`config.mk`:
```
export PLATFORM = sky130hd
export DESIGN_NAME = lfo_param_control
export DESIGN_NICKNAME = d
export VERILOG_FILES = /design/src/rtl/lfo_param_control.sv
export SDC_FILE = /design/constraint.sdc
export NUM_CORES = 1
export LEC_CHECK = 0
export ABC_AREA = 1
export ABC_CLOCK_PERIOD_IN_PS = 2670
export CAP_MARGIN = 10
export CORE_MARGIN = 5
export CORE_UTILIZATION = 47
export DETAILED_ROUTE_END_ITERATION = 10
export PLACE_DENSITY = 0.75
export SETUP_SLACK_MARGIN = 0.3
export SYNTH_ARGS = -nofsm -noshare
export SYNTH_HDL_FRONTEND = slang
export SYNTH_SLANG_ARGS = --single-unit
```
`constraint.sdc`:
```
create_clock -name clk -period 2.67 [get_ports clk]
set_clock_uncertainty 0.2 [all_clocks]
set_input_delay 0.267 -clock clk [delete_from_list [all_inputs] [get_ports clk]]
set_output_delay 0.267 -clock clk [all_outputs]
set_load 0.005 [all_outputs]
```
`src/rtl/lfo_param_control.sv`:
```
// rtl/lfo_param_control.sv - two-encoder LFO parameter control (shape/depth/freq); FREQ_ACCEL_EN enables fast-turn freq steps
module lfo_param_control #(
    parameter int DEBOUNCE_CYC = 100,
    parameter int NUM_SHAPES   = 4,
    parameter int MAX_DEPTH    = 7,
    parameter int MIN_BPM      = 20,
    parameter int MAX_BPM      = 240,
    parameter int FREQ_STEP    = 1,
    parameter int ACCEL_WINDOW = 2000
) (
    input  logic       clk,
    input  logic       rst,
    input  logic       enc1_a,
    input  logic       enc1_b,
    input  logic       enc2_a,
    input  logic       enc2_b,
    output logic [2:0] shape,
    output logic [2:0] depth,
    output logic [7:0] freq,
    output logic [1:0] sel,
    output logic       param_upd
);

    localparam int DBW = (DEBOUNCE_CYC > 1) ? $clog2(DEBOUNCE_CYC) : 1;
    localparam logic [8:0] MIN9 = 9'(MIN_BPM);
    localparam logic [8:0] MAX9 = 9'(MAX_BPM);

    typedef enum logic [1:0] {
        SEL_SHAPE = 2'd0,
        SEL_DEPTH = 2'd1,
        SEL_FREQ  = 2'd2
    } sel_t;

    // Pin order: {enc1_a, enc1_b, enc2_a, enc2_b}
    logic [3:0]     pin_raw;
    logic [3:0]     sync1;
    logic [3:0]     sync2;
    logic [3:0]     cand;
    logic [3:0]     db;
    logic [3:0]     db_valid;
    logic [DBW-1:0] db_cnt [4];

    assign pin_raw = {enc1_a, enc1_b, enc2_a, enc2_b};

    always_ff @(posedge clk or posedge rst) begin
        if (rst) begin
            sync1    <= '0;
            sync2    <= '0;
            cand     <= '0;
            db       <= '0;
            db_valid <= '0;
            for (int i = 0; i < 4; i++) db_cnt[i] <= '0;
        end else begin
            sync1 <= pin_raw;
            sync2 <= sync1;
            for (int i = 0; i < 4; i++) begin
                if (sync2[i] != cand[i]) begin
                    cand[i]   <= sync2[i];
                    db_cnt[i] <= '0;
                end else if (db_cnt[i] != DBW'(DEBOUNCE_CYC - 1)) begin
                    db_cnt[i] <= db_cnt[i] + 1'b1;
                end else begin
                    db[i]       <= cand[i];
                    db_valid[i] <= 1'b1;
                end
            end
        end
    end

    // Index 0 = enc1 (field select), index 1 = enc2 (adjust)
    logic [1:0] enc_ab    [2];
    logic [1:0] prev_ab   [2];
    logic [2:0] sub_cnt   [2];
    logic [1:0] gray_dir  [2];
    logic [3:0] sub_sum   [2];
    logic [1:0] enc_valid;
    logic [1:0] primed;
    logic [1:0] step_up;
    logic [1:0] step_dn;

    assign enc_ab[0]    = db[3:2];
    assign enc_ab[1]    = db[1:0];
    assign enc_valid[0] = db_valid[3] & db_valid[2];
    assign enc_valid[1] = db_valid[1] & db_valid[0];

    function automatic logic [1:0] quad_dir(input logic [1:0] p, input logic [1:0] n);
        case ({p, n})
            4'b0001, 4'b0111, 4'b1110, 4'b1000: quad_dir = 2'b01;
            4'b0100, 4'b1101, 4'b1011, 4'b0010: quad_dir = 2'b11;
            default:                            quad_dir = 2'b00;
        endcase
    endfunction

    always_comb begin
        for (int e = 0; e < 2; e++) begin
            gray_dir[e] = quad_dir(prev_ab[e], enc_ab[e]);
            sub_sum[e]  = {sub_cnt[e][2], sub_cnt[e]} + {{2{gray_dir[e][1]}}, gray_dir[e]};
        end
    end

    always_ff @(posedge clk or posedge rst) begin
        if (rst) begin
            primed  <= '0;
            step_up <= '0;
            step_dn <= '0;
            for (int e = 0; e < 2; e++) begin
                prev_ab[e] <= '0;
                sub_cnt[e] <= '0;
            end
        end else begin
            for (int e = 0; e < 2; e++) begin
                step_up[e] <= 1'b0;
                step_dn[e] <= 1'b0;
                if (!primed[e]) begin
                    // Wait for the first accepted sample so stale reset values never count
                    if (enc_valid[e]) begin
                        prev_ab[e] <= enc_ab[e];
                        primed[e]  <= 1'b1;
                    end
                end else begin
                    prev_ab[e] <= enc_ab[e];
                    if (sub_sum[e] == 4'b0100) begin
                        step_up[e] <= 1'b1;
                        sub_cnt[e] <= '0;
                    end else if (sub_sum[e] == 4'b1100) begin
                        step_dn[e] <= 1'b1;
                        sub_cnt[e] <= '0;
                    end else begin
                        sub_cnt[e] <= sub_sum[e][2:0];
                    end
                end
            end
        end
    end

    sel_t state;
    sel_t state_nxt;

    always_ff @(posedge clk or posedge rst) begin
        if (rst) state <= SEL_FREQ;
        else     state <= state_nxt;
    end

    always_comb begin
        state_nxt = state;
        if (step_up[0]) begin
            case (state)
                SEL_SHAPE: state_nxt = SEL_DEPTH;
                SEL_DEPTH: state_nxt = SEL_FREQ;
                default:   state_nxt = SEL_SHAPE;
            endcase
        end else if (step_dn[0]) begin
            case (state)
                SEL_SHAPE: state_nxt = SEL_FREQ;
                SEL_DEPTH: state_nxt = SEL_SHAPE;
                default:   state_nxt = SEL_DEPTH;
            endcase
        end
    end

    assign sel = state;

    logic [8:0] freq_step9;

`ifdef FREQ_ACCEL_EN
    localparam int ACW = $clog2(ACCEL_WINDOW + 1);
    logic [ACW-1:0] accel_cnt;

    // Saturated count means "no recent detent"; a field change forces that state
    always_ff @(posedge clk or posedge rst) begin
        if (rst) begin
            accel_cnt <= ACW'(ACCEL_WINDOW);
        end else if (state_nxt != state) begin
            accel_cnt <= ACW'(ACCEL_WINDOW);
        end else if (step_up[1] || step_dn[1]) begin
            accel_cnt <= '0;
        end else if (accel_cnt != ACW'(ACCEL_WINDOW)) begin
            accel_cnt <= accel_cnt + 1'b1;
        end
    end

    assign freq_step9 = (accel_cnt < ACW'(ACCEL_WINDOW)) ? 9'(4 * FREQ_STEP) : 9'(FREQ_STEP);
`else
    assign freq_step9 = 9'(FREQ_STEP);
`endif

    logic [2:0] shape_nxt;
    logic [2:0] depth_nxt;
    logic [7:0] freq_nxt;
    logic [8:0] freq_up9;

    // Adjust uses the field registered before this cycle, even if sel moves now
    always_comb begin
        shape_nxt = shape;
        depth_nxt = depth;
        freq_nxt  = freq;
        freq_up9  = {1'b0, freq} + freq_step9;
        if (step_up[1] || step_dn[1]) begin
            case (state)
                SEL_SHAPE: begin
                    if (step_up[1])
                        shape_nxt = (shape == 3'(NUM_SHAPES - 1)) ? 3'd0 : shape + 3'd1;
                    else
                        shape_nxt = (shape == 3'd0) ? 3'(NUM_SHAPES - 1) : shape - 3'd1;
                end
                SEL_DEPTH: begin
                    if (step_up[1])
                        depth_nxt = (depth == 3'(MAX_DEPTH)) ? depth : depth + 3'd1;
                    else
                        depth_nxt = (depth == 3'd0) ? depth : depth - 3'd1;
                end
                SEL_FREQ: begin
                    if (step_up[1])
                        freq_nxt = (freq_up9 > MAX9) ? MAX9[7:0] : freq_up9[7:0];
                    else
                        freq_nxt = ({1'b0, freq} < MIN9 + freq_step9) ? MIN9[7:0]
                                                                      : freq - freq_step9[7:0];
                end
                default: ;
            endcase
        end
    end

    always_ff @(posedge clk or posedge rst) begin
        if (rst) begin
            shape     <= 3'd1;
            depth     <= 3'd3;
            freq      <= 8'd100;
            param_upd <= 1'b0;
        end else begin
            shape     <= shape_nxt;
            depth     <= depth_nxt;
            freq      <= freq_nxt;
            param_upd <= (shape_nxt != shape) || (depth_nxt != depth) ||
                         (freq_nxt != freq) || (state_nxt != state);
        end
    end

endmodule

```
Yosys cells after proc, flatten, opt, wreduce, memory -nomap -nowiden
Memories as Yosys holds them, arrays and structs flattened.
Cells that the tools add are included.
{"block": "totals", "wordCells": 142, "register_bits": 81, "mem_bits_ro": 64, "out_inout_bits": 17, "latchBits": 0, "ram_bits": 0, "mem_count": 2}
{"block": "op_classes", "magnitude_cmp": 2, "muxes": 49, "bitwise_logic": 10, "div_mod_pow": 0, "shifts": 0, "n_mul": 0, "n_reduce_logical": 17, "eq_ne": 20, "addsub": 12}
{"name": "(name not given)", "words": 16, "word_bits": 2, "read_ports": 1, "rd_ports_with_merged_regs": 0, "write_ports": 0, "line": "87", "rtl": "case ({p, n})"}
{"name": "(name not given)", "words": 16, "word_bits": 2, "read_ports": 1, "rd_ports_with_merged_regs": 0, "write_ports": 0, "line": "87"}
{"op": "$mux 7", "n": 8}
{"op": "$mux 3", "n": 14}
{"op": "$mux 8", "n": 5}
{"op": "$add 7x1->7 const B", "n": 4}
{"op": "$ne 7x7->1 const B", "n": 4}
{"op": "$mux 1", "n": 14}
{"op": "$mux 2", "n": 6}
{"op": "$reduce_bool 2->1", "n": 6}
{"op": "$add 8x1->9 const B", "n": 1}
{"op": "$gt 9x8->1 const B", "n": 1}
{"op": "$add 3x2->4", "n": 2}
{"op": "$eq 4x3->1 const B", "n": 2}
{"op": "$eq 4x4->1 const B", "n": 2}
{"op": "$lt 8x5->1 const B", "n": 1}
{"op": "$ne 8x8->1", "n": 1}
{"op": "$not 1->1", "n": 8}
{"op": "$pmux 2 s2", "n": 2}
{"op": "$reduce_and 2->1", "n": 4}
{"op": "$sub 8x1->8 const B", "n": 1}
{"op": "$add 3x1->3 const B", "n": 2}
{"op": "$logic_not 3->1", "n": 2}
{"op": "$ne 3x3->1", "n": 2}
{"op": "$sub 3x1->3 const B", "n": 2}
{"op": "$logic_or 1x1->1", "n": 4}
{"op": "8 further kinds", "n": 12}

Depth between registers and ports, before layout
Gate-level depths: netlist of run 1.
{"block": "logic_depth", "depth_word": 9, "ltp_mapped": 14}

Worst setup path before layout of run 1
No wires, ideal clock.
{"block": "synth_timing", "kind": "reg-to-reg", "start": "register db[2]", "end": "register step_up[0]", "path_slack_ns": 0.287, "arrival_ns": 2.082, "setup_ns": 0.101, "period_less_slack_ns": 2.383, "path_stages_with_launch": 12, "t_required_ns": 2.369, "path_cell_list": "dfrtp_1 -> inv_1 -> ha_1 -> xnor2_1 -> xor2_1 -> inv_1 -> ha_1 -> inv_1 -> fa_1 -> xnor2_1 -> inv_1 -> nor4_1"}
{"block": "synth_via", "elab_chain_len": 5}
{"item": "start: declaration", "line": "39", "rtl": "logic [3:0] db;"}
{"item": "start signal: indexed assignment", "line": "63", "rtl": "db[i] <= cand[i];"}
{"item": "$mem_v2 16x2"}
{"item": "$add 3x2->4", "line": "97", "rtl": "sub_sum[e] = {sub_cnt[e][2], sub_cnt[e]} + {{2{gray_dir[e][1]}}, gray_dir[e]};"}
{"item": "$eq 4x3->1", "line": "122", "rtl": "if (sub_sum[e] == 4'b0100) begin"}
{"item": "$mux 1", "line": "122"}
{"item": "$mux 1", "line": "114", "rtl": "if (!primed[e]) begin"}
{"item": "end signal: assignment", "line": "104", "rtl": "step_up <= '0;"}
{"item": "end signal: indexed assignment", "line": "112", "rtl": "step_up[e] <= 1'b0;"}
{"item": "end signal: indexed assignment", "line": "123", "rtl": "step_up[e] <= 1'b1;"}
{"item": "end: declaration", "line": "78", "rtl": "logic [1:0] step_up;"}
No other way between the ends.
A chain may end at the register's enable or synchronous reset.

Worst setup path in the final report of run 1
{"block": "layout_timing", "start": "register db[0]", "end": "register step_up[1]"}
The elaborated chain is that of the path after synthesis.

==> results of run 1 <==
==> metrics by stage <==
| stage | cells | total power [mW] | utilization (%) | hold WS [ns] | cell area [µm²] |
|---|---|---|---|---|---|
| after global routing | 721 | 2.34 | 58.1 | 0.122 | 5420 |
| after floorplan | 546 | 1.40 | - | 0.0984 | 4550 |
| after detailed placement | 691 | 1.45 | 52.7 | 0.135 | 4910 |
| after CTS | 719 | 2.26 | 56.8 | 0.133 | 5300 |
| final | 721 | 2.24 | 58.1 | 0.147 | 5420 |
| after global placement | 691 | 1.44 | 52.7 | 0.133 | 4910 |
==> how the worst min path moves through the flow <==
stage / to / slack (ns) / cells after the start
detailed placement: sync2[2]$_DFF_PP0_ / 0.13 / 0
floorplan: sync1[0]$_DFF_PP0_ / 0.1 / 0
CTS: sync1[2]$_DFF_PP0_ / 0.13 / 1
global placement: sync2[0]$_DFF_PP0_ / 0.13 / 0
finish: sync1[2]$_DFF_PP0_ / 0.15 / 1
global route: sync1[1]$_DFF_PP0_ / 0.12 / 1
==> metal layers <==
layer / global-route usage [%] / routed length, µm / up-vias
li1: - / - / 1853
met1: 18.9 / 3910 / 1764
met2: 28.8 / 4750 / 65
met3: 3.46 / 350 / 13
met4: 5.23 / 127 / 0
met5: 0 / 0 / -
==> power breakdown <==
part           leakage [nW]  switching [mW]  internal [mW]
combinational          1.37          0.0743         0.0474
sequential             1.06          0.0315           1.26
clock                0.0850           0.454          0.364
total                  2.52           0.560           1.68
==> registers in the layout (all words and copies together), names as in the netlist, 3 cells and up <==
register  cells
db_cnt       28
freq          8
sub_cnt       6
cand          4
db            4
db_valid      4
prev_ab       4
sync1         4
sync2         4
depth         3
shape         3
==> area by class of cell <==
type	instances	area [µm²]
clock inverter	5	41.3
tap	129	161
inverter	86	328
clock buffer	10	138
timing repair buffer	39	368
fill	796	3910
sequential	81	2040
multi-input combinational	371	2340
==> synth_stat cells, types with 5 or more instances <==
cell / n / share of area, %
nand3_1: 45 / 5.0
nand2_1: 86 / 7.1
dfrtp_1: 74 / 41
o21ai_0: 46 / 5.1
xnor2_1: 7 / 1.3
inv_1: 81 / 6.7
xor2_1: 17 / 3.3
nor3_1: 12 / 1.3
nand4_1: 10 / 1.4
dfstp_2: 7 / 4.0
a21oi_1: 25 / 2.8
nor2_4: 5 / 1.2
ha_1: 26 / 7.2
or2_2: 7 / 0.96
nor2_1: 52 / 4.3
clkbuf_1: 5 / 0.41
==> cells by family (layout without fill, tap and decap cells) <==
kind of cell / after synthesis / after routing / share of synthesized area (%)
simple gates: 235 / 235 / 24.3
flops: 81 / 81 / 44.8
mux: 2 / 2 / 0.496
fa+ha+maj: 28 / 28 / 8.04
compound gates: 82 / 82 / 9.69
xor+xnor: 24 / 24 / 4.63
buf+inv: 94 / 140 / 8.07
==> cells in the final DEF, fill, tap and decap left out, types with 5 or more instances in the layout <==
cell type         n
o21ai_0          45
ha_1             17
xor2_1           16
nand2_1          84
clkdlybuf4s50_1  22
dfrtp_1          72
inv_1            71
dfstp_2           7
nor2_4            5
nor2_1           50
nor3_1           11
ha_4              5
nand4_1          10
clkbuf_8         10
inv_2            13
buf_4            14
nand3_1          43
or2_2             5
a21oi_1          25
==> critical path: cells and delay by family, from the launching register on <==
kind / cells / cell delay, ns
DFF: 1 / 0.42
and+or+nand+nor: 3 / 0.60
buffers and inverters: 2 / 0.27
xor gates and xnor gates: 1 / 0.18
AOI/OAI and AO/OA: 2 / 0.31
adders and majority gates: 2 / 0.44
==> repair_timing <==
action	4_1_cts	5_1_grt
hold buffers	0	0
buffers inserted	13	2
pin swaps	11	14
setup endpoints to repair	7	8
gates resized for setup	21	27
==> impl_metrics.py, run 1 <==
metrics = {
    "status": {
        "status": "finished clean",
    },
    "grt": {
        "grt_antenna_before_repair": 0,
        "grt_pass1_wl_mm": 15.2,
        "gr-total-overflow": 0,
        "grtUsageTotal_pct": 16.0,
        "first_global_vias": 3636,
        "grt_max_degree": 82,
    },
    "cts": {
        "cts_max_path_buffers": 2,
        "cts_num_sinks": 81,
        "cts_root_buf": "clkbuf_8",
        "path_clk_slew_ns": 0.08,
        "clock_latency_ns": 0.35,
        "cts_tree": "done",
        "cts_htree_levels": 3,
        "cts_buffers": 9,
    },
    "floorplan": {
        "rows": 35,
        "dieHeight_um": 108,
        "start_util_pct": 48.7,
        "core_area_um2": 9330,
        "die_area_um2": 11700,
        "io_pins": 23,
        "die_w_um": 108,
    },
    "detailed_routing": {
        "drt_pass1_iterations": 5,
        "drc": 0,
        "ant_nets": 0,
        "drtIter0Drc": 183,
        "detail_route.wl_per_cell_um": 12.7,
        "vias": 3695,
        "wl_mm": 9.13,
        "vias_per_cell": 5.12,
    },
    "synthesis": {
        "synth_nets": 580,
        "ys_seq_area_share_pct": 44.8,
        "syn_avg_cell_area_um2": 8.32,
        "synthArstFlopShare_pct": 100,
        "synth-edff-count": 0,
        "syn_area_um2": 4540,
        "synth_cell_types": 38,
        "syn_inst": 546,
        "synth.yosys.warnings": 0,
        "synth-main-ff-cell": "dfrtp_1",
        "synth_seq_cells": 81,
    },
    "setup_path": {
        "worstPathArrival_ns": 2.56,
        "cp_slowest_cell": "dfrtp_1",
        "critPathLaunch": "db[0]$_DFFE_PP0P_",
        "cp_cell_sequence": "buf_4 -> ha_1 -> or2_2 -> a32oi_2 -> inv_1 -> ha_4 -> a21oi_1 -> nand2_1 -> xor2_2 -> nor4_2",
        "r2r_start": "db[0]$_DFFE_PP0P_",
        "path_max_fanout": 4,
        "r2r_end": "step_up[1]$_DFF_PP0_",
        "r2r_slack_ns": 0.16,
        "cp-end-kind": "flip-flop",
        "reg2reg_depth": 10,
        "max_stage_delay_ns": 0.42,
        "cp-start-kind": "flip-flop",
        "required_ns": 2.72,
        "path_class": "reg2reg",
        "critical_path.endpoint": "step_up[1]$_DFF_PP0_",
    },
    "layout": {
        "syn2layout_area_growth_pct": 19.2,
        "antenna_cells": 0,
        "drive_gt1_share_pct": 18.4,
        "nets": 622,
    },
    "placed_design": {
        "place.gp.congestion": 0.903,
        "port_buffers": 22,
        "hpwl_mm": 6.08,
        "pre_cts_ws_ns": 0.0641,
    },
    "timing": {
        "period_share_pct": 94.2,
        "slew_headroom_pct": 61.7,
        "worst_pin_slew_ns": 0.569,
        "slew_violations": 0,
        "finalSetupTns_ns": 0,
        "finalHoldViolCount": 0,
        "finalCriticalPeriod_ns": 2.51,
        "setup_ws_ns": 0.155,
        "timing.fmax_ghz": 0.398,
        "finalSetupViolations": 0,
        "rsz0062_at_grt": "yes",
    },
    "power_and_ir_drop": {
        "cellPowerDensity_nw_per_um2": 413,
        "leakage_nw": 2.52,
        "ir_worst_vdd_v": 0.000372,
    },
    "flow_run": {
        "max_cap_viol_count": 0,
    },
    "min_path": {
        "hold_path_class": "in2reg",
        "hold_start": "enc1_b",
    },
}
No activity file was read; power rests on OpenSTA's default activity.
==> run 2: changes to the inputs <==
Settings changed: MAX_ROUTING_LAYER set to met4.
==> impl_metrics.py, run 2 (same netlist as run 1, synthesis figures left out) <==
metrics = {
    "placed_design": {
        "dpl.cell_count": 691,
        "place.gp.congestion": 0.905,
        "hpwl_mm": 6.20,
        "port_buffers": 22,
    },
    "grt": {
        "grt_antenna_before_repair": 0,
        "grt_max_degree": 82,
        "grt_pass1_wl_mm": 15.0,
        "gr-total-overflow": 0,
        "first_global_vias": 3563,
        "grtUsageTotal_pct": 16.1,
    },
    "layout": {
        "top_register": "db_cnt",
        "layout_commonest_cell": "nand2_1",
        "syn2layout_area_growth_pct": 22.2,
        "reg_top3": "db_cnt: 28 flops, freq: 8 flops, sub_cnt: 6 flops",
        "final_cell_mix": "nand2_1 (83), dfrtp_1 (73), inv_1 (71), nor2_1 (46), o21ai_0 (45)",
        "register_area_um2": 2040,
        "multi_input_area_um2": 2430,
        "antenna_cells": 0,
        "finalNonFillerCells": 726,
        "largest_reg_flops": 28,
        "nets": 626,
        "drive_gt1_share_pct": 20.9,
        "final.fill_count": 755,
    },
    "timing": {
        "rsz0062_at_grt": "yes",
        "finalHoldViolCount": 0,
        "finalSetupViolations": 0,
        "timing.fmax_ghz": 0.394,
        "slew_headroom_pct": 64.5,
        "finalCriticalPeriod_ns": 2.54,
        "period_share_pct": 95.1,
        "worst_pin_slew_ns": 0.527,
        "finalSetupTns_ns": 0,
        "slew_violations": 0,
    },
    "setup_path": {
        "r2r_start": "db[2]$_DFFE_PP0P_",
        "cp-start-kind": "flip-flop",
        "r2r_end": "step_up[0]$_DFF_PP0_",
        "critPathLaunch": "db[2]$_DFFE_PP0P_",
        "critical_path.endpoint": "step_up[0]$_DFF_PP0_",
        "worstPathArrival_ns": 2.60,
        "path_max_fanout": 3,
        "cp-end-kind": "flip-flop",
        "path_class": "reg2reg",
        "required_ns": 2.73,
        "reg2reg_depth": 10,
        "r2r_slack_ns": 0.13,
    },
    "power_and_ir_drop": {
        "ir_worst_vdd_v": 0.000415,
        "leakage_nw": 2.56,
        "cellPowerDensity_nw_per_um2": 408,
    },
    "detailed_routing": {
        "detail_route.wl_per_cell_um": 13.2,
        "vias": 3748,
        "drtIter0Drc": 201,
        "wl_mm": 9.58,
        "vias_per_cell": 5.16,
        "ant_nets": 0,
        "drc": 0,
        "drt_pass1_iterations": 5,
    },
    "cts": {
        "path_clk_slew_ns": 0.09,
        "cts_root_buf": "clkbuf_8",
        "cts_num_sinks": 81,
        "cts_tree": "done",
        "cts_htree_levels": 3,
        "cts_max_path_buffers": 2,
        "clock_latency_ns": 0.36,
        "cts_buffers": 9,
    },
    "status": {
        "status": "finished clean",
    },
    "flow_run": {
        "max_cap_viol_count": 0,
    },
    "min_path": {
        "hold_path_class": "in2reg",
        "hold_start": "enc1_b",
    },
    "floorplan": {
        "dieHeight_um": 108,
        "rows": 35,
        "core_area_um2": 9330,
        "start_util_pct": 48.7,
        "die_area_um2": 11700,
        "die_w_um": 108,
        "io_pins": 23,
    },
}
## run 2: layer usage
metal | track usage, % | vias up | share of wire [%]
met5 | - | - | 0
met2 | 27.9 | 76 | 54
met4 | 4.06 | 0 | 1.5
met1 | 18.6 | 1793 | 41
li1 | - | 1867 | -
met3 | 4.30 | 12 | 4.0
## run 2: worst min path at each step
| stage | end | cells past startpoint | slack, ns |
|---|---|---|---|
| 2_1_floorplan | sync1[0]$_DFF_PP0_ | 0 | 0.1 |
| 3_3_place_gp | sync2[0]$_DFF_PP0_ | 0 | 0.13 |
| 3_5_place_dp | sync2[2]$_DFF_PP0_ | 0 | 0.13 |
| 4_1_cts | sync1[2]$_DFF_PP0_ | 1 | 0.12 |
| 5_1_grt | sync1[2]$_DFF_PP0_ | 1 | 0.11 |
| 6_report | sync1[2]$_DFF_PP0_ | 1 | 0.13 |
## run 2: report_power, final
part,internal (mW),leakage [nW],switching (mW),total [mW]
clock network,0.355,0.0929,0.491,0.846
registers,1.26,1.07,0.0327,1.30
logic,0.0473,1.40,0.0741,0.121
total,1.67,2.56,0.598,2.26
## run 2: layout make-up
cell class	count	area share, %
multi-input combinational	371	43.8
sequential	81	36.7
timing repair buffer	43	7.37
inverter	86	5.90
tap	129	2.91
clock buffer	9	2.23
clock inverter	7	1.06
## run 2: critical path, stage by stage (launching register included)
cell,delay [ns]
dfrtp_1,0.42
inv_2,0.10
ha_4,0.21
xnor2_2,0.13
xor2_1,0.14
inv_1,0.07
ha_2,0.18
inv_2,0.04
fa_2,0.57
nand2_4,0.09
nor4_4,0.27
## run 2: per-stage QoR
| step | utilization, % | hold slack [ns] | instance area [µm²] | worst slack (ns) | power [mW] |
|---|---|---|---|---|---|
| after detailed placement | 52.7 | 0.135 | 4910 | 0.0634 | 1.45 |
| after global placement | 52.7 | 0.133 | 4910 | 0.222 | 1.44 |
| after floorplan | - | 0.0984 | 4550 | 0.304 | 1.40 |
| final | 59.5 | 0.131 | 5550 | 0.131 | 2.26 |
| after CTS | 56.8 | 0.118 | 5300 | 0.264 | 2.30 |
| after global routing | 59.5 | 0.110 | 5550 | 0.0224 | 2.38 |
## run 2: timing repair
action / in CTS / in global routing
hold buffers: 0 / 0
cloned: 0 / 0
setup endpoints to repair: 7 / 9
setup buffers: 13 / 6
resized for setup: 21 / 48
pin swaps: 8 / 22
==> run 3: changes to the inputs <==
Settings changed: ABC_CLOCK_PERIOD_IN_PS 2670 to 3300, CORE_MARGIN 5 to not set, CORE_UTILIZATION 47 to 38, PLACE_DENSITY 0.75 to 0.63.
Clock period 2.67 ns to 3.3 ns, I/O delays scaled along.
==> impl_metrics.py, run 3 (same netlist as run 1, synthesis figures left out) <==
metrics = {
    "setup_path": {
        "r2r_end": "step_up[1]$_DFF_PP0_",
        "cp-start-kind": "flip-flop",
        "critPathLaunch": "db[0]$_DFFE_PP0P_",
        "required_ns": 3.32,
        "path_max_fanout": 4,
        "r2r_slack_ns": 0.69,
        "worstPathArrival_ns": 2.64,
        "path_class": "reg2reg",
        "cp-end-kind": "flip-flop",
        "r2r_start": "db[0]$_DFFE_PP0P_",
        "reg2reg_depth": 10,
    },
    "floorplan": {
        "core_area_um2": 11500,
        "dieHeight_um": 111,
        "rows": 39,
        "die_area_um2": 12400,
        "start_util_pct": 39.5,
        "die_w_um": 111,
        "io_pins": 23,
    },
    "grt": {
        "grt_antenna_before_repair": 0,
        "grt_pass1_wl_mm": 15.0,
        "first_global_vias": 3459,
        "gr-total-overflow": 0,
        "grtUsageTotal_pct": 15.2,
        "grt_max_degree": 39,
    },
    "placed_design": {
        "hpwl_mm": 6.26,
        "place.gp.congestion": 0.884,
        "port_buffers": 22,
        "pre_cts_ws_ns": 0.678,
    },
    "power_and_ir_drop": {
        "internal-power_mw": 1.57,
        "leakage_nw": 2.49,
        "power_frac_seq_pct": 51.1,
        "p_switching_mw": 0.481,
        "swShare_pct": 23.4,
        "clkPwrFrac_pct": 44.2,
        "cellPowerDensity_nw_per_um2": 396,
        "share_comb_of_total_power_pct": 4.7,
        "ir_worst_vdd_v": 0.000212,
    },
    "timing": {
        "finalHoldViolCount": 0,
        "period_share_pct": 79.1,
        "setup_ws_ns": 0.688,
        "finalSetupTns_ns": 0,
        "finalCriticalPeriod_ns": 2.61,
        "rsz0062_at_grt": "no",
        "slew_violations": 0,
        "timing.fmax_ghz": 0.383,
        "finalSetupViolations": 0,
        "worst_pin_slew_ns": 0.642,
        "slew_headroom_pct": 57.2,
    },
    "detailed_routing": {
        "drtIter0Drc": 234,
        "drc": 10,
        "vias_per_cell": 4.94,
        "wl_met1_mm": 3.95,
        "routed.top_layer": "met4",
        "vias": 3562,
        "dr_wl_met3_um": 240,
        "ant_nets": 0,
        "detail_route.wl_per_cell_um": 11.7,
        "drt_pass1_iterations": 7,
        "wl_mm": 8.42,
        "wl_met2_mm": 4.12,
    },
    "cts": {
        "cts_num_sinks": 81,
        "cts_resized": 0,
        "cts_max_path_buffers": 2,
        "cts_root_buf": "clkbuf_16",
        "cts_setup_buffers": 0,
        "cts_tree": "done",
        "path_clk_slew_ns": 0.06,
        "cts_hold_buf": 0,
        "cts_htree_levels": 3,
        "cts_buffers": 9,
        "clock_latency_ns": 0.33,
    },
    "layout": {
        "nets": 607,
        "post-route-util_pct": 45.0,
        "final.fill_count": 1121,
        "reg_top3": "db_cnt: 28 flops, freq: 8 flops, sub_cnt: 6 flops",
        "layout_commonest_cell": "nand2_1",
        "syn2layout_area_growth_pct": 14.2,
        "drive_gt1_share_pct": 9.52,
        "final_cell_mix": "nand2_1 (86), inv_1 (80), dfrtp_1 (74), nor2_1 (52), o21ai_0 (46)",
        "largest_reg_flops": 28,
        "antenna_cells": 0,
        "top_register": "db_cnt",
    },
    "min_path": {
        "worstHoldPathCells": 0,
        "hold_start": "sync1[3]$_DFF_PP0_",
        "min_to": "sync2[3]$_DFF_PP0_",
        "hold_path_class": "reg2reg",
    },
    "flow_run": {
        "max_cap_viol_count": 0,
    },
    "status": {
        "violations": "DRC",
        "status": "finished, violations left",
    },
}
==> run 3: cell count changes in the layout (fill, tap and decap cells not counted), moves of 8 or more <==
cell / previous run / this run
inv_1: 71 / 80
clkbuf_16: 0 / 9
inv_2: 13 / 4
clkbuf_8: 9 / 0
buf_4: 15 / 2
ha_4: 8 / 0
ha_1: 13 / 26
==> run 3: area by class of cell <==
cell class              instances  area [µm²]  share of cell area, %
flip-flops and latches         81        2040                   39.3
clock buffers                  10         229                   4.41
well taps                     143         179                   3.45
repair buffers                 24         235                   4.54
clock inverters                 6        41.3                  0.796
multi-input cells             371        2140                   41.3
inverters                      86         325                   6.27
==> run 3: layer usage <==
metal  GRT usage, %  vias up
met2           25.0       53
met4           5.32        0
met3           3.54       12
li1               -     1813
met5              -        -
met1           18.2     1684
==> run 3: how the worst max path moves through the flow <==
| stage | to | slack [ns] | depth (start not counted) |
|---|---|---|---|
| floorplan | cand[0]$_DFFE_PP0N_ | 0.70 | 1 |
| global placement | step_up[0]$_DFF_PP0_ | 0.81 | 11 |
| detailed placement | step_up[1]$_DFF_PP0_ | 0.68 | 10 |
| CTS | step_up[1]$_DFF_PP0_ | 0.66 | 10 |
| global route | step_up[1]$_DFF_PP0_ | 0.48 | 10 |
| finish | step_up[1]$_DFF_PP0_ | 0.69 | 10 |
==> run 3: through the flow <==
step                      hold slack (ns)  total power [mW]  area (µm²)  std cells
after floorplan                     0.131              1.14        4540        546
after global placement              0.134              1.16        4920        705
after detailed placement            0.135              1.17        4920        705
after CTS                           0.150              2.09        5190        721
after global routing                0.161              2.15        5190        721
final                               0.148              2.05        5190        721
==> run 3: worst max-delay path: stages (launching register included) <==
cell     delay [ns]
dfrtp_1        0.40
inv_1          0.09
ha_1           0.19
or2_2          0.29
a32oi_1        0.30
inv_1          0.11
ha_1           0.35
a21oi_1        0.16
nand2_1        0.09
xor2_1         0.16
nor4_1         0.17
==> run 3: power groups by stage <==
stage / Clock (mW) / Combinational (mW) / Sequential [mW]
2_1_floorplan: 0 / 0.0734 / 1.06
3_3_place_gp: 0 / 0.0951 / 1.07
3_5_place_dp: 0 / 0.0987 / 1.07
4_1_cts: 0.943 / 0.0987 / 1.05
5_1_grt: 0.987 / 0.114 / 1.05
6_report: 0.908 / 0.0956 / 1.05
